`config.mk`:
```
export PLATFORM = sky130hd
export DESIGN_NAME = lvds_rx_frame_flat
export DESIGN_NICKNAME = d
export VERILOG_FILES = /design/src/rtl/lvds_rx_pkg.sv /design/src/rtl/lvds_rx_frame_if.sv /design/src/rtl/sat_counter.sv /design/src/rtl/lvds_rx_frame.sv /design/src/flat_wrapper.sv
export SDC_FILE = /design/constraint.sdc
export NUM_CORES = 1
export LEC_CHECK = 0
export CORE_UTILIZATION = 54
export DETAILED_ROUTE_END_ITERATION = 7
export GPL_ROUTABILITY_DRIVEN = 0
export GPL_TIMING_DRIVEN = 0
export PLACE_DENSITY_LB_ADDON = 0.15
export SLEW_MARGIN = 40
export SYNTH_ARGS = -nofsm -noshare
export SYNTH_HDL_FRONTEND = slang
export SYNTH_SLANG_ARGS = --single-unit
```
`constraint.sdc`:
```
create_clock -name i_ddr_clk -period 3.23 [get_ports i_ddr_clk]
set_input_delay 0.969 -clock i_ddr_clk [delete_from_list [all_inputs] [get_ports i_ddr_clk]]
set_output_delay 0.969 -clock i_ddr_clk [all_outputs]
set_load 0.01 [all_outputs]
```
`src/rtl/lvds_rx_pkg.sv`:
```
`default_nettype none
// ----------------------------------------------------------------------------
// lvds_rx_pkg: FSM encodings and default framing dibits for lvds_rx_frame
// Rev 1.0
// ----------------------------------------------------------------------------
package lvds_rx_pkg;

  typedef enum logic [1:0] {
    ST_IDLE    = 2'b00,
    ST_I_PHASE = 2'b01,
    ST_Q_PHASE = 2'b11
  } state_e;

  localparam logic [1:0] c_I_SYNC = 2'b10;
  localparam logic [1:0] c_Q_SYNC = 2'b01;

endpackage
`default_nettype wire

```
`src/rtl/lvds_rx_frame_if.sv`:
```
`default_nettype none
// ----------------------------------------------------------------------------
// lvds_rx_frame_if: write-side bus from the frame receiver to a FIFO
// Rev 1.0
// ----------------------------------------------------------------------------
interface lvds_rx_frame_if #(
  parameter int WORD_W = 32
);
  logic              fifo_write_clk;
  logic              fifo_push;
  logic [WORD_W-1:0] fifo_data;
  logic              fifo_sync;

  modport master (output fifo_write_clk, output fifo_push, output fifo_data, output fifo_sync);
  modport slave  (input  fifo_write_clk, input  fifo_push, input  fifo_data, input  fifo_sync);
endinterface
`default_nettype wire

```
`src/rtl/sat_counter.sv`:
```
`default_nettype none
// ----------------------------------------------------------------------------
// sat_counter: saturating event counter, synchronous clear has priority
// Rev 1.0
// ----------------------------------------------------------------------------
module sat_counter #(
  parameter int CNT_W = 16
) (
  input  wire logic             clk_i,
  input  wire logic             rst_b_i,
  input  wire logic             inc_i,
  input  wire logic             clr_i,
  output      logic [CNT_W-1:0] cnt_o
);

  logic [CNT_W-1:0] cnt_q;

  always_ff @(posedge clk_i) begin
    if (!rst_b_i) begin
      cnt_q <= '0;
    end else if (clr_i) begin
      cnt_q <= '0;
    end else if (inc_i && (cnt_q != {CNT_W{1'b1}})) begin
      cnt_q <= cnt_q + 1'b1;
    end
  end

  assign cnt_o = cnt_q;

endmodule
`default_nettype wire

```
`src/rtl/lvds_rx_frame.sv`:
```
`default_nettype none
// ----------------------------------------------------------------------------
// lvds_rx_frame: assembles I/Q-synced dibit frames into words for a FIFO
// Rev 1.0
// ----------------------------------------------------------------------------
module lvds_rx_frame
  import lvds_rx_pkg::*;
#(
  parameter int         WORD_W = 32,
  parameter int         CNT_W  = 16,
  parameter logic [1:0] I_SYNC = c_I_SYNC,
  parameter logic [1:0] Q_SYNC = c_Q_SYNC
) (
  input  wire logic             i_ddr_clk,
  input  wire logic             i_rst_b,
  input  wire logic [1:0]       i_ddr_data,
  input  wire logic             i_enable,
  input  wire logic             i_cnt_clear,
  input  wire logic             i_fifo_full,
  input  wire logic             i_sync_input,
  lvds_rx_frame_if.master       fifo_if,
  output      logic [CNT_W-1:0] o_frame_cnt,
  output      logic [CNT_W-1:0] o_drop_cnt,
  output      logic [CNT_W-1:0] o_sync_err_cnt,
  output      logic [1:0]       o_debug_state
);

  localparam int N     = WORD_W / 2;
  localparam int HALF  = N / 2;
  localparam int IDX_W = $clog2(N);
  localparam logic [IDX_W-1:0] c_HALF = IDX_W'(HALF);
  localparam logic [IDX_W-1:0] c_LAST = IDX_W'(N - 1);

  state_e            state_q;
  logic [IDX_W-1:0]  idx_q;
  logic [WORD_W-1:0] data_q;
  logic [WORD_W-1:0] data_d;
  logic              tag_q;
  logic              push_q;

  logic w_last;
  logic w_sync_err;

  assign data_d     = {data_q[WORD_W-3:0], i_ddr_data};
  assign w_last     = (state_q == ST_Q_PHASE) && i_enable && (idx_q == c_LAST);
  assign w_sync_err = (state_q == ST_I_PHASE) && i_enable && (idx_q == c_HALF) &&
                      (i_ddr_data != Q_SYNC);

  always_ff @(posedge i_ddr_clk) begin
    if (!i_rst_b) begin
      state_q <= ST_IDLE;
      idx_q   <= '0;
      data_q  <= '0;
      tag_q   <= 1'b0;
      push_q  <= 1'b0;
    end else begin
      push_q <= 1'b0;
      case (state_q)
        ST_IDLE: begin
          if (i_enable && (i_ddr_data == I_SYNC)) begin
            state_q <= ST_I_PHASE;
            idx_q   <= IDX_W'(1);
            tag_q   <= i_sync_input;
            data_q  <= data_d;
          end
        end
        ST_I_PHASE: begin
          if (!i_enable) begin
            state_q <= ST_IDLE;
            idx_q   <= '0;
          end else begin
            data_q <= data_d;
            if (idx_q == c_HALF) begin
              if (i_ddr_data == Q_SYNC) begin
                state_q <= ST_Q_PHASE;
                idx_q   <= idx_q + 1'b1;
              end else begin
                state_q <= ST_IDLE;
                idx_q   <= '0;
              end
            end else begin
              idx_q <= idx_q + 1'b1;
            end
          end
        end
        ST_Q_PHASE: begin
          if (!i_enable) begin
            state_q <= ST_IDLE;
            idx_q   <= '0;
          end else begin
            data_q <= data_d;
            if (idx_q == c_LAST) begin
              // Full flag is sampled alongside the final dibit, push lands next cycle
              state_q <= ST_IDLE;
              idx_q   <= '0;
              push_q  <= ~i_fifo_full;
            end else begin
              idx_q <= idx_q + 1'b1;
            end
          end
        end
        default: begin
          state_q <= ST_IDLE;
          idx_q   <= '0;
        end
      endcase
    end
  end

  sat_counter #(.CNT_W(CNT_W)) u_frame_cnt (
    .clk_i   (i_ddr_clk),
    .rst_b_i (i_rst_b),
    .inc_i   (w_last & ~i_fifo_full),
    .clr_i   (i_cnt_clear),
    .cnt_o   (o_frame_cnt)
  );

  sat_counter #(.CNT_W(CNT_W)) u_drop_cnt (
    .clk_i   (i_ddr_clk),
    .rst_b_i (i_rst_b),
    .inc_i   (w_last & i_fifo_full),
    .clr_i   (i_cnt_clear),
    .cnt_o   (o_drop_cnt)
  );

  sat_counter #(.CNT_W(CNT_W)) u_sync_err_cnt (
    .clk_i   (i_ddr_clk),
    .rst_b_i (i_rst_b),
    .inc_i   (w_sync_err),
    .clr_i   (i_cnt_clear),
    .cnt_o   (o_sync_err_cnt)
  );

  assign fifo_if.fifo_write_clk = i_ddr_clk;
  assign fifo_if.fifo_push      = push_q;
  assign fifo_if.fifo_data      = data_q;
  assign fifo_if.fifo_sync      = tag_q;
  assign o_debug_state          = state_q;

endmodule
`default_nettype wire

```
`src/flat_wrapper.sv`:
```
// flat-port wrapper written by rule: the top's interface ports become plain ports
module lvds_rx_frame_flat import lvds_rx_pkg::*;
#(
  parameter int         WORD_W = 32,
  parameter int         CNT_W  = 16,
  parameter logic [1:0] I_SYNC = c_I_SYNC,
  parameter logic [1:0] Q_SYNC = c_Q_SYNC
)
  (i_ddr_clk, i_rst_b, i_ddr_data, i_enable, i_cnt_clear, i_fifo_full, i_sync_input, o_frame_cnt, o_drop_cnt, o_sync_err_cnt, o_debug_state, fifo_if_fifo_write_clk, fifo_if_fifo_push, fifo_if_fifo_data, fifo_if_fifo_sync);
  lvds_rx_frame_if #(.WORD_W(WORD_W)) fifo_if_i ();
  input  wire logic i_ddr_clk;
  input  wire logic i_rst_b;
  input  wire logic [1:0] i_ddr_data;
  input  wire logic i_enable;
  input  wire logic i_cnt_clear;
  input  wire logic i_fifo_full;
  input  wire logic i_sync_input;
  output      logic [CNT_W-1:0] o_frame_cnt;
  output      logic [CNT_W-1:0] o_drop_cnt;
  output      logic [CNT_W-1:0] o_sync_err_cnt;
  output      logic [1:0] o_debug_state;
  output wire logic [$bits(fifo_if_i.fifo_write_clk)-1:0] fifo_if_fifo_write_clk;
  output wire logic [$bits(fifo_if_i.fifo_push)-1:0] fifo_if_fifo_push;
  output wire logic [$bits(fifo_if_i.fifo_data)-1:0] fifo_if_fifo_data;
  output wire logic [$bits(fifo_if_i.fifo_sync)-1:0] fifo_if_fifo_sync;
  assign fifo_if_fifo_write_clk = fifo_if_i.fifo_write_clk;
  assign fifo_if_fifo_push = fifo_if_i.fifo_push;
  assign fifo_if_fifo_data = fifo_if_i.fifo_data;
  assign fifo_if_fifo_sync = fifo_if_i.fifo_sync;
  lvds_rx_frame #(.WORD_W(WORD_W), .CNT_W(CNT_W), .I_SYNC(I_SYNC), .Q_SYNC(Q_SYNC)) u_core (.i_ddr_clk(i_ddr_clk), .i_rst_b(i_rst_b), .i_ddr_data(i_ddr_data), .i_enable(i_enable), .i_cnt_clear(i_cnt_clear), .i_fifo_full(i_fifo_full), .i_sync_input(i_sync_input), .fifo_if(fifo_if_i), .o_frame_cnt(o_frame_cnt), .o_drop_cnt(o_drop_cnt), .o_sync_err_cnt(o_sync_err_cnt), .o_debug_state(o_debug_state));
endmodule
```
After elaboration in Yosys (flattened, before gate mapping)

Index checks and enable logic that the tools add are counted.

Register bits after elaboration: 88
Bits of input ports: 8
Logic and storage cells: 64

Add/sub/neg operators: 4
Equal/unequal tests: 14
Mux-type cells: 17
Bitwise operators: 4
Reduce and logical (&&, ||, !) cells: 17

Operators by type and width:

| cell                  | count |
|---|---|
| $mux 32               | 2 |
| $pmux 32 s2           | 1 |
| $add 16x1->16 const B | 3 |
| $ne 16x16->1 const B  | 3 |
| $mux 4                | 6 |
| $mux 2                | 6 |
| $pmux 4 s3            | 1 |
| $logic_and 1x1->1     | 9 |
| $eq 4x4->1 const B    | 2 |
| $ne 2x1->1 const B    | 3 |
| $ne 3x3->1 const B    | 2 |
| $pmux 2 s3            | 1 |
| $reduce_and 3->1      | 2 |
| $add 4x1->4 const B   | 1 |
| $eq 2x1->1 const B    | 2 |
| $eq 2x2->1 const B    | 2 |
| $reduce_and 4->1      | 1 |
| $reduce_or 2->1       | 2 |
| $and 1x1->1           | 2 |
| $logic_not 2->1       | 1 |
| $not 1->1             | 2 |
| $reduce_and 2->1      | 1 |
| $reduce_bool 2->1     | 1 |

Depth between registers and ports, before layout

Depth in word-level cells: 5
Depth in mapped cells: 9
Gate-level depth less buffers: 6

Cells and area by module

A second synthesis with hierarchy kept.

Cell total of the unflattened synthesis: 469
Area total of the unflattened synthesis: 4150.2 µm²

Modules (own cells, without submodules):

| module        | instances | cells an instance | area an instance (µm²) | sequential area each (µm²) |
|---|---|---|---|---|
| sat_counter   | 3         | 91                | 864.6                  | 320.3 |
| lvds_rx_frame | 1         | 196               | 1556.5                 | 800.8 |

==> results_dict.tcl <==
set metrics [dict create \
    grt.met2_usage_pct 45.5 \
    antenna_found_initial 0 \
    die_w_microns 90.0 \
    area_growth_pct 31.0 \
    vias 4179 \
    stdcell_area_sq_um 5480 \
    rsz0062_at_grt "false" \
    gr-max-usage-layer "met2" \
    synthDistinctLibCells 41 \
    drt_first_pass_iters 5 \
    pre_cts_slack_ns -0.161 \
    dp_hpwl_microns 7450 \
    synth_top_area_share_pct 42.1 \
    grt_overflow 0 \
    ant_nets 0 \
    final_cell_count_no_fill 712 \
    met3_usage_pct 6.43 \
    drv_cap 0 \
    track_usage_pct 27.1 \
    synth_flop_cell "dfxtp_1" \
    total_power_mw 2.09 \
    num-nets-final 621 \
    cts_hold_buf 0 \
    tightest_slew_ns 0.730 \
    wl_microns 10600 \
    ios 93 \
    drv_slew 0 \
    grt_pass1_wl_microns 18000 \
    drc_errors 0 \
    die_y_microns 90.0 \
    power.density_nw_per_um2 381 \
    yosysTopAreaCell "dfxtp_1" \
    finalHoldViolations 0 \
    numPlacedInstances 693 \
    drt_iter0_drc 212 \
    power.leakage_nw 1.67 \
    viasPerCell 5.87 \
    post-route-util_pct 74.4 \
    grtUsageMet1_pct 32.0 \
    dieArea_sq_um 8100 \
    hold_path.class "reg -> reg" \
    place.port_buffers 92 \
    syn_area_per_cell_sq_um 8.33 \
    required_ns 2.26 \
    netlist_instances 502 \
    synth.area.top_cells "dfxtp_1, nand2_1, a21boi_0, or4_1, o31ai_1" \
    wl_per_cell_microns 14.9 \
    start_util_pct 56.8 \
    hold_slack_ns 0.467 \
    drive_above_1_share_pct 4.89 \
    yosysWarnings 0 \
    worst_skew_pair.late_latency_ns 0.47 \
    cp-start-kind "clock port" \
    coreArea_sq_um 7370 \
    cts_tree "yes" \
    tns_ns 0 \
    diodes 0 \
    grt_pass1_vias 3976 \
    end_kind "primary output" \
    synth_area_sq_um 4180 \
    synth_common_cells "nand2_1, dfxtp_1, a21boi_0, a21oi_1, or4_1" \
    setup_viol 0 \
    ys_seq_area_share_pct 42.1 \
    cp.arrival_ns 2.23 \
    worst_slack_ns 0.0308 \
    clock_skew_ns 0.0177 \
    worstSetupPathType "clk -> out" \
    synth_seq_cells 88 \
    ys_async_sr_fraction_pct 0 \
    clkSlewWorstSetupHoldPaths_ns 0.09 \
    status "complete, no violations" \
    grt_max_degree 17 \
    synth-edff-count 0 \
    yosysMostFrequentCell "nand2_1" \
    std_cell_rows 31 \
    placed_cell_area_sq_um 5230 \
    peakVddDrop_v 0.000337 \
    syn_nets 515 \
    relSlewSlack_pct 50.9 \
    crit_fanout 2 \
]
power breakdown:
part | switching (mW) | internal (mW) | leakage, nW
registers | 0.00349 | 1.09 | 0.709
logic | 0.0517 | 0.0290 | 0.832
clock network | 0.450 | 0.470 | 0.128
layer usage:
| metal | vias to the layer above | part of all wire [%] |
|---|---|---|
| met4 | 0 | 2.7 |
| li1 | 2059 | - |
| met2 | 125 | 48 |
| met1 | 1962 | 43 |
| met3 | 33 | 6.2 |
| met5 | - | 0 |
registers in the layout (all words and copies together) (netlist names):
name and flops:
u_core.o_debug_state 2, u_core.u_frame_cnt.cnt_o 16, u_core.fifo_if.fifo_sync 1, u_core.fifo_if.fifo_push 1
u_core.u_drop_cnt.cnt_o 16, u_core.fifo_if.fifo_data 32, u_core.idx_q 4, u_core.u_sync_err_cnt.cnt_o 16
what timing repair did:
item,in CTS,in global routing
endpoints found under the setup margin,1,0
buffers inserted,0,0
resized for setup,1,0
cells by family (layout without fill, tap and decap cells):
logic type / count (synthesis) / count (layout) / synth area share [%]
AND/OR/NAND/NOR: 237 / 237 / 30.9
flip-flops: 88 / 88 / 42.1
multiplexers: 12 / 12 / 2.87
AO/OA/AOI/OAI: 118 / 118 / 18.5
buffers and inverters: 42 / 153 / 4.13
adder cells (fa/ha/maj): 5 / 5 / 1.50
cell type report:
type	count	area, sq um
fillers	577	1890
clock inverters	7	76.3
well taps	99	124
plain buffers	34	143
inverters	8	30.0
flip-flops and latches	88	1760
repair buffers	91	911
multi-input cells	372	2260
clock buffers	13	174
critical path, stage by stage:
cell and delay, ns:
clkbuf_8 0.11, clkbuf_8 0.12, buf_4 0.11, dlygate4sd2_1 0.28
final timing paths:
kind	startpoint	to	depth (start not counted)	slack (ns)
setup / recovery	i_ddr_clk	fifo_if_fifo_write_clk	4	0.03
hold / removal	u_core.fifo_if.fifo_sync	u_core.fifo_if.fifo_sync	2	0.47
setup reg to reg	u_core.idx_q[0]	u_core.u_drop_cnt.cnt_o[10]	6	0.97
hold reg to reg	u_core.fifo_if.fifo_sync	u_core.fifo_if.fifo_sync	2	0.47
cells in the final DEF, fill, tap and decap left out, types with 2 or more instances in the layout:
master           Yosys  final
inv_1                8      8
o311ai_0             2      2
ha_1                 5      5
a21boi_0            34     34
or4_1               30     30
nand4_1             14     14
and3_1               8      8
o31ai_1             23     23
nor2b_1              3      3
mux2i_1             12     12
nor4_1               9      7
or2_2                2      2
a21oi_1             34     34
and2_1               2      2
a31oi_1              4      4
or3_1                7      7
clkbuf_8             0     12
nand3_1             23     23
clkinvlp_4           0      2
and3b_1              2      2
and4_1              10     10
buf_1                2      2
nand3b_1             5      5
clkdlybuf4s50_1      0     91
nor4_2               0      2
buf_2                3      3
nor4b_1              2      2
nand2b_1            11     11
nor3_1               4      4
o21ai_0             13     13
clkbuf_1            27     27
nand2_1             94     94
inv_6                0      3
nor2_1               8      8
o41ai_1              3      3
dfxtp_1             88     88
(Power assumes the default switching activity.)
